## src/rtl/rect_fill_pkg.sv

```systemverilog
// Shared types for the rectangle filler and the HDMI frame buffer side.
// Holds frame size defaults, FSM state enum and the command bundle.
package rect_fill_pkg;

   localparam int FB_WIDTH_DEF  = 1280;
   localparam int FB_HEIGHT_DEF = 720;
   localparam int CMD_DATA_W    = 16;
   localparam int CMD_X_W       = $clog2(FB_WIDTH_DEF);
   localparam int CMD_Y_W       = $clog2(FB_HEIGHT_DEF);

   typedef enum logic [1:0] {
      IDLE,
      SETUP,
      FILL,
      DONE
   } rf_state_e;

   typedef struct packed {
      logic [CMD_X_W-1:0]    x0;
      logic [CMD_Y_W-1:0]    y0;
      logic [CMD_X_W:0]      w;
      logic [CMD_Y_W:0]      h;
      logic [CMD_DATA_W-1:0] colour;
   } rect_cmd_t;

endpackage

```

## src/rtl/rect_fill_engine_clip.sv

```systemverilog
// Clip stage: trims a latched command to the frame.
// Ports: clk_i/rst_n_i, load_i (SETUP), cmd_i; drop_o and base_o are
// combinational, w_eff_o/h_eff_o are registered on load_i.
module rect_clip
   import rect_fill_pkg::*;
#(
   parameter int FB_WIDTH  = FB_WIDTH_DEF,
   parameter int FB_HEIGHT = FB_HEIGHT_DEF,
   parameter int X_W       = $clog2(FB_WIDTH),
   parameter int Y_W       = $clog2(FB_HEIGHT),
   parameter int ADDR_W    = $clog2(FB_WIDTH*FB_HEIGHT)
) (
   input  logic              clk_i,
   input  logic              rst_n_i,
   input  logic              load_i,
   input  rect_cmd_t         cmd_i,
   output logic              drop_o,
   output logic [ADDR_W-1:0] base_o,
   output logic [X_W:0]      w_eff_o,
   output logic [Y_W:0]      h_eff_o
);

   logic [X_W:0] x0_ext;
   logic [Y_W:0] y0_ext;
   logic [X_W:0] rem_x;
   logic [Y_W:0] rem_y;

   always_comb begin
      x0_ext = {1'b0, cmd_i.x0};
      y0_ext = {1'b0, cmd_i.y0};
      // Remaining room is only meaningful when the origin is on-screen;
      // off-screen origins are dropped before it is ever used.
      rem_x  = (X_W+1)'(FB_WIDTH) - x0_ext;
      rem_y  = (Y_W+1)'(FB_HEIGHT) - y0_ext;
      drop_o = (x0_ext >= (X_W+1)'(FB_WIDTH))
             | (y0_ext >= (Y_W+1)'(FB_HEIGHT))
             | (cmd_i.w == '0)
             | (cmd_i.h == '0);
      base_o = ADDR_W'(cmd_i.y0) * ADDR_W'(FB_WIDTH)
             + ADDR_W'(cmd_i.x0);
   end

   always_ff @(posedge clk_i or negedge rst_n_i) begin
      if (!rst_n_i) begin
         w_eff_o <= '0;
         h_eff_o <= '0;
      end else if (load_i) begin
         w_eff_o <= (cmd_i.w < rem_x) ? cmd_i.w : rem_x;
         h_eff_o <= (cmd_i.h < rem_y) ? cmd_i.h : rem_y;
      end
   end

endmodule

```

## src/rtl/rect_fill_engine.sv

```systemverilog
// Command-driven solid rectangle filler feeding the frame buffer write port.
// Ports: cmd_* valid/ready command in; pxl_addr/data/en out; busy_o, done_o.
module rect_fill_engine
   import rect_fill_pkg::*;
#(
   parameter int FB_WIDTH  = FB_WIDTH_DEF,
   parameter int FB_HEIGHT = FB_HEIGHT_DEF,
   parameter int DATA_W    = CMD_DATA_W,
   parameter int X_W       = $clog2(FB_WIDTH),
   parameter int Y_W       = $clog2(FB_HEIGHT),
   parameter int ADDR_W    = $clog2(FB_WIDTH*FB_HEIGHT)
) (
   input  logic              clk_i,
   input  logic              rst_n_i,
   input  logic              cmd_valid_i,
   output logic              cmd_ready_o,
   input  logic [X_W-1:0]    cmd_x0_i,
   input  logic [Y_W-1:0]    cmd_y0_i,
   input  logic [X_W:0]      cmd_w_i,
   input  logic [Y_W:0]      cmd_h_i,
   input  logic [DATA_W-1:0] cmd_colour_i,
   output logic [ADDR_W-1:0] pxl_addr_o,
   output logic [DATA_W-1:0] pxl_data_o,
   output logic              pxl_en_o,
   output logic              busy_o,
   output logic              done_o
);

   localparam logic [X_W:0]      CX_ONE = (X_W+1)'(1);
   localparam logic [Y_W:0]      CY_ONE = (Y_W+1)'(1);
   localparam logic [ADDR_W-1:0] A_ONE  = ADDR_W'(1);

   rf_state_e         state_q;
   rf_state_e         state_d;
   rect_cmd_t         cmd_q;
   logic              accept;
   logic              drop;
   logic [ADDR_W-1:0] base;
   logic [ADDR_W-1:0] row_step;
   logic [X_W:0]      w_eff;
   logic [Y_W:0]      h_eff;
   logic [X_W:0]      cx;
   logic [Y_W:0]      cy;
   logic              cx_last;
   logic              last;
   logic              ready_d;
   logic              busy_d;
   logic              done_d;

   rect_clip #(
      .FB_WIDTH  (FB_WIDTH),
      .FB_HEIGHT (FB_HEIGHT),
      .X_W       (X_W),
      .Y_W       (Y_W),
      .ADDR_W    (ADDR_W)
   ) u_clip (
      .clk_i   (clk_i),
      .rst_n_i (rst_n_i),
      .load_i  (state_q == SETUP),
      .cmd_i   (cmd_q),
      .drop_o  (drop),
      .base_o  (base),
      .w_eff_o (w_eff),
      .h_eff_o (h_eff)
   );

   assign accept  = (state_q == IDLE) & cmd_valid_i & cmd_ready_o;
   assign cx_last = (cx + CX_ONE) == w_eff;
   assign last    = cx_last & ((cy + CY_ONE) == h_eff);
   // Jump from the last pixel of a row to the first of the next one.
   assign row_step = ADDR_W'(FB_WIDTH) - ADDR_W'(w_eff) + A_ONE;

   always_ff @(posedge clk_i or negedge rst_n_i) begin
      if (!rst_n_i) state_q <= IDLE;
      else          state_q <= state_d;
   end

   always_comb begin
      state_d = state_q;
      unique case (state_q)
         IDLE:  if (accept) state_d = SETUP;
         SETUP: state_d = drop ? DONE : FILL;
         FILL:  if (last) state_d = DONE;
         DONE:  state_d = IDLE;
         default: state_d = IDLE;
      endcase
      // Status outputs are registered from the next state so they line
      // up with the state they describe.
      ready_d = (state_d == IDLE);
      busy_d  = (state_d != IDLE);
      done_d  = (state_d == DONE);
   end

   always_ff @(posedge clk_i or negedge rst_n_i) begin
      if (!rst_n_i) begin
         cmd_ready_o <= 1'b0;
         busy_o      <= 1'b0;
         done_o      <= 1'b0;
      end else begin
         cmd_ready_o <= ready_d;
         busy_o      <= busy_d;
         done_o      <= done_d;
      end
   end

   always_ff @(posedge clk_i or negedge rst_n_i) begin
      if (!rst_n_i) begin
         cmd_q      <= '0;
         cx         <= '0;
         cy         <= '0;
         pxl_addr_o <= '0;
         pxl_data_o <= '0;
         pxl_en_o   <= 1'b0;
      end else begin
         if (accept) begin
            cmd_q <= '{x0:     cmd_x0_i,
                       y0:     cmd_y0_i,
                       w:      cmd_w_i,
                       h:      cmd_h_i,
                       colour: cmd_colour_i};
         end
         if (state_q == SETUP && !drop) begin
            pxl_en_o   <= 1'b1;
            pxl_addr_o <= base;
            pxl_data_o <= cmd_q.colour;
            cx         <= '0;
            cy         <= '0;
         end else if (state_q == FILL) begin
            if (last) begin
               pxl_en_o <= 1'b0;
            end else if (cx_last) begin
               cx         <= '0;
               cy         <= cy + CY_ONE;
               pxl_addr_o <= pxl_addr_o + row_step;
            end else begin
               cx         <= cx + CX_ONE;
               pxl_addr_o <= pxl_addr_o + A_ONE;
            end
         end
      end
   end

endmodule
```

## config.mk

```make
export PLATFORM = sky130hd
export DESIGN_NAME = rect_fill_engine
export DESIGN_NICKNAME = d
export VERILOG_FILES = /design/src/rtl/rect_fill_pkg.sv /design/src/rtl/rect_fill_engine_clip.sv /design/src/rtl/rect_fill_engine.sv
export SDC_FILE = /design/constraint.sdc
export NUM_CORES = 1
export LEC_CHECK = 0
export BUFFER_PORTS_ARGS = -buffer_cell sky130_fd_sc_hd__buf_4
export CAP_MARGIN = 20
export CORE_MARGIN = 10
export CORE_UTILIZATION = 39
export CTS_BUF_LIST = sky130_fd_sc_hd__clkbuf_16
export DETAILED_ROUTE_END_ITERATION = 7
export HOLD_SLACK_MARGIN = 0.15
export MAX_ROUTING_LAYER = met4
export PLACE_DENSITY_LB_ADDON = 0.25
export SLEW_MARGIN = 20
export SYNTH_ARGS = -nofsm -noshare
export SYNTH_HDL_FRONTEND = slang
export SYNTH_HIERARCHICAL = 1
export SYNTH_SLANG_ARGS = --single-unit
```

## constraint.sdc

```tcl
create_clock -name clk_i -period 5.5 [get_ports clk_i]
set_input_delay 1.1 -clock clk_i [delete_from_list [all_inputs] [get_ports clk_i]]
set_output_delay 1.1 -clock clk_i [all_outputs]
set_load 0.005 [all_outputs]
```

==> flow_summary.json <==
{
  "core_area_mm2": 0.0260,
  "dr.pass1.iters": 5,
  "drc": 0,
  "p_leak_nw": 5.33,
  "grt_pass1_wl_um": 44900,
  "grt_pass1_vias": 8249,
  "syn-instance-count": 1080,
  "grt_max_degree": 62,
  "relSlewSlack": 0.334,
  "hold_class": "register to register",
  "clk_pin_slew_worst_paths_ns": 0.07,
  "nets": 1277,
  "cts_tree": "yes",
  "yosysTopAreaCell": "dfrtp_1",
  "worstPathRequired_ns": 5.83,
  "critPathArrivalTime_ns": 5.28,
  "drv_cap": 0,
  "avgSynthCellArea_um2": 9.51,
  "cts_sinks": 148,
  "num_rows": 59,
  "setup_viol": 0,
  "io_buffers": 102,
  "die_w_um": 182,
  "synth_ff_type": "dfrtp_1",
  "power.density_mw_per_mm2": 626,
  "drv_slew": 0,
  "timing.rr.start": "cx[0]$_DFFE_PN0P_",
  "min_from": "cmd_q[11]$_DFFE_PN0P_",
  "routabilityCongestion": 0.887,
  "antenna_left": 0,
  "dieArea_mm2": 0.0332,
  "vias": 8162,
  "fp.dieH_um": 182,
  "clkPwrFrac": 0.165,
  "ios": 103,
  "r2r-end": "pxl_addr_o[18]$_DFFE_PN0P_",
  "start_kind": "register",
  "holdPathEnd": "pxl_data_o[11]$_DFFE_PN0P_",
  "p_total_mw": 7.38,
  "synth.ff_latch_count": 148,
  "path_class": "register to register",
  "wl_per_cell_um": 18.3,
  "cts.path.max_buffers": 2,
  "synth_area_leaders": "dfrtp_1, ha_1, mux2_2",
  "synth-async-reset-ratio": 1.00,
  "wl_um": 27300,
  "drt_iter0_drc": 499,
  "tightest_slew_ns": 0.993,
  "synth_area_mm2": 0.0103,
  "hold_viol_final": 0,
  "yosysSeqAreaShare": 0.361,
  "finalClockSkew_ns": 0.0167,
  "synth-edff-count": 0,
  "p_int_mw": 4.09,
  "fmax_mhz": 202,
  "clock_latency_ns": 0.43,
  "cts_resized": 0,
  "initial_core_util": 0.395,
  "htree_levels": 4,
  "r2r_slack_ns": 0.55,
  "drive_gt1_frac": 0.203,
  "pwr-share-comb": 0.537,
  "min_path_cells": 2,
  "antenna_found_initial": 1,
  "status": "finished clean",
  "end_kind": "register",
  "reg2regPathDepth": 17,
  "hpwl_um": 19800,
  "grt_use_total": 0.170,
  "grt_setup_unrepaired": "false",
  "max-vdd-ir-drop_mv": 0.238,
  "postSynthNetCount": 1214,
  "final_common_cell": "dfrtp_1",
  "layout_common_cells": "dfrtp_1, nand2_1, buf_4",
  "synth_warnings": 6,
  "area_delta_synth_final_pct": 14.8,
  "cp-startpoint": "cx[0]$_DFFE_PN0P_",
  "numCtsBuffers": 17,
  "clockRootBuffer": "clkbuf_16",
  "p_sw_mw": 3.30,
  "yosysTopAreaCellShare": 0.361,
  "seq_power_share": 0.298,
  "period_minus_slack_ns": 4.95,
  "ys_types": 86,
  "gr-total-overflow": 0,
  "swShare": 0.447,
  "setup_tns_ns": 0,
  "viasPerCell": 5.47,
  "period_share": 0.900,
  "cts_hold_buf": 0,
  "cts_setup_buffers": 0,
  "path_max_fanout": 7
}
==> flip-flops by register name, indices dropped and copies added, names as in the netlist <==
signal and cells:
state_q 2, pxl_addr_o 20, cx 12, done_o 1, cmd_ready_o 1, u_clip/w_eff_o 12, cy 11, busy_o 1
pxl_data_o 16, u_clip/h_eff_o 11, pxl_en_o 1, cmd_q 60
==> critical path, stage by stage (launching register included) <==
cell and delay [ns]:
dfrtp_1 0.44, ha_1 0.28, and3_1 0.38, nand4_4 0.15, a2111o_1 0.45, or4b_1 0.64
or2_2 0.34, ha_1 0.22, inv_1 0.08, fa_1 0.17, nor2b_1 0.06, o31a_1 0.27
o2111ai_1 0.23, a21boi_0 0.22, o21ai_0 0.35, o21ai_0 0.17, xnor2_1 0.14, a221oi_1 0.26
==> per-stage QoR <==
stage	hold slack, ns	cells	cell area [um^2]	setup slack, ns	util
floorplan	0.433	1080	10300	0.895	-
global placement	0.442	1459	11200	0.705	0.430
detailed placement	0.451	1459	11200	0.579	0.430
CTS	0.470	1491	11800	0.557	0.453
global route	0.485	1492	11800	0.0493	0.454
finish	0.466	1492	11800	0.550	0.454
==> cell usage after synthesis (all sizes together), types with 12 or more instances <==
master / number
dfrtp: 148
nand2: 115
nor2: 78
mux2: 69
ha: 68
xnor2: 63
o21ai: 53
a21oi: 50
inv: 42
buf: 39
xor2: 30
clkbuf: 27
nand3: 20
nor3: 17
mux2i: 16
nand2b: 15
nand4: 15
a21o: 14
and3: 12
nor2b: 12
==> per-layer routing <==
| metal | vias to the layer above | wire [um] | track usage |
|---|---|---|---|
| met5 | - | 0 | - |
| met4 | 0 | 391 | 0.0374 |
| met3 | 23 | 1450 | 0.0445 |
| met2 | 161 | 12800 | 0.270 |
| met1 | 3967 | 12600 | 0.213 |
| li1 | 4011 | - | - |
==> power by group through the flow <==
stage                     sequential, mW  combinational (mW)  clock, mW
after CTS                           2.20                3.98       1.25
after global placement              2.21                3.87          0
after floorplan                     1.92                3.23          0
after detailed placement            2.22                3.94          0
after global routing                2.28                4.45       1.30
final                               2.20                3.96       1.22
==> kinds of logic (layout without fill, tap and decap cells) <==
family | Yosys count | after routing | share of synthesized area
compound gates | 234 | 234 | 0.160
xor+xnor | 95 | 95 | 0.0837
fa+ha+maj | 71 | 71 | 0.0887
buf+inv | 108 | 184 | 0.0506
flops | 148 | 148 | 0.361
mux | 85 | 85 | 0.0913
other cells | 0 | 1 | 0
simple gates | 339 | 339 | 0.165
==> final cells by class <==
| type | instances | area [um^2] |
|---|---|---|
| fillers | 2500 | 14200 |
| multi-input cells | 824 | 6070 |
| diodes | 1 | 2.50 |
| repair buffers | 110 | 830 |
| well taps | 335 | 419 |
| clock inverters | 15 | 183 |
| clock buffers | 17 | 425 |
| flip-flops and latches | 148 | 3700 |
| inverters | 42 | 158 |
==> how the worst max path moves through the flow <==
stage	slack (ns)	to	depth (start not counted)
floorplan	0.89	pxl_addr_o[17]$_DFFE_PN0P_	18
global placement	0.71	pxl_addr_o[18]$_DFFE_PN0P_	17
detailed placement	0.58	pxl_addr_o[18]$_DFFE_PN0P_	17
CTS	0.56	pxl_addr_o[18]$_DFFE_PN0P_	17
global route	0.05	pxl_addr_o[18]$_DFFE_PN0P_	17
finish	0.55	pxl_addr_o[18]$_DFFE_PN0P_	17
Power figures use the tool's default switching activity.
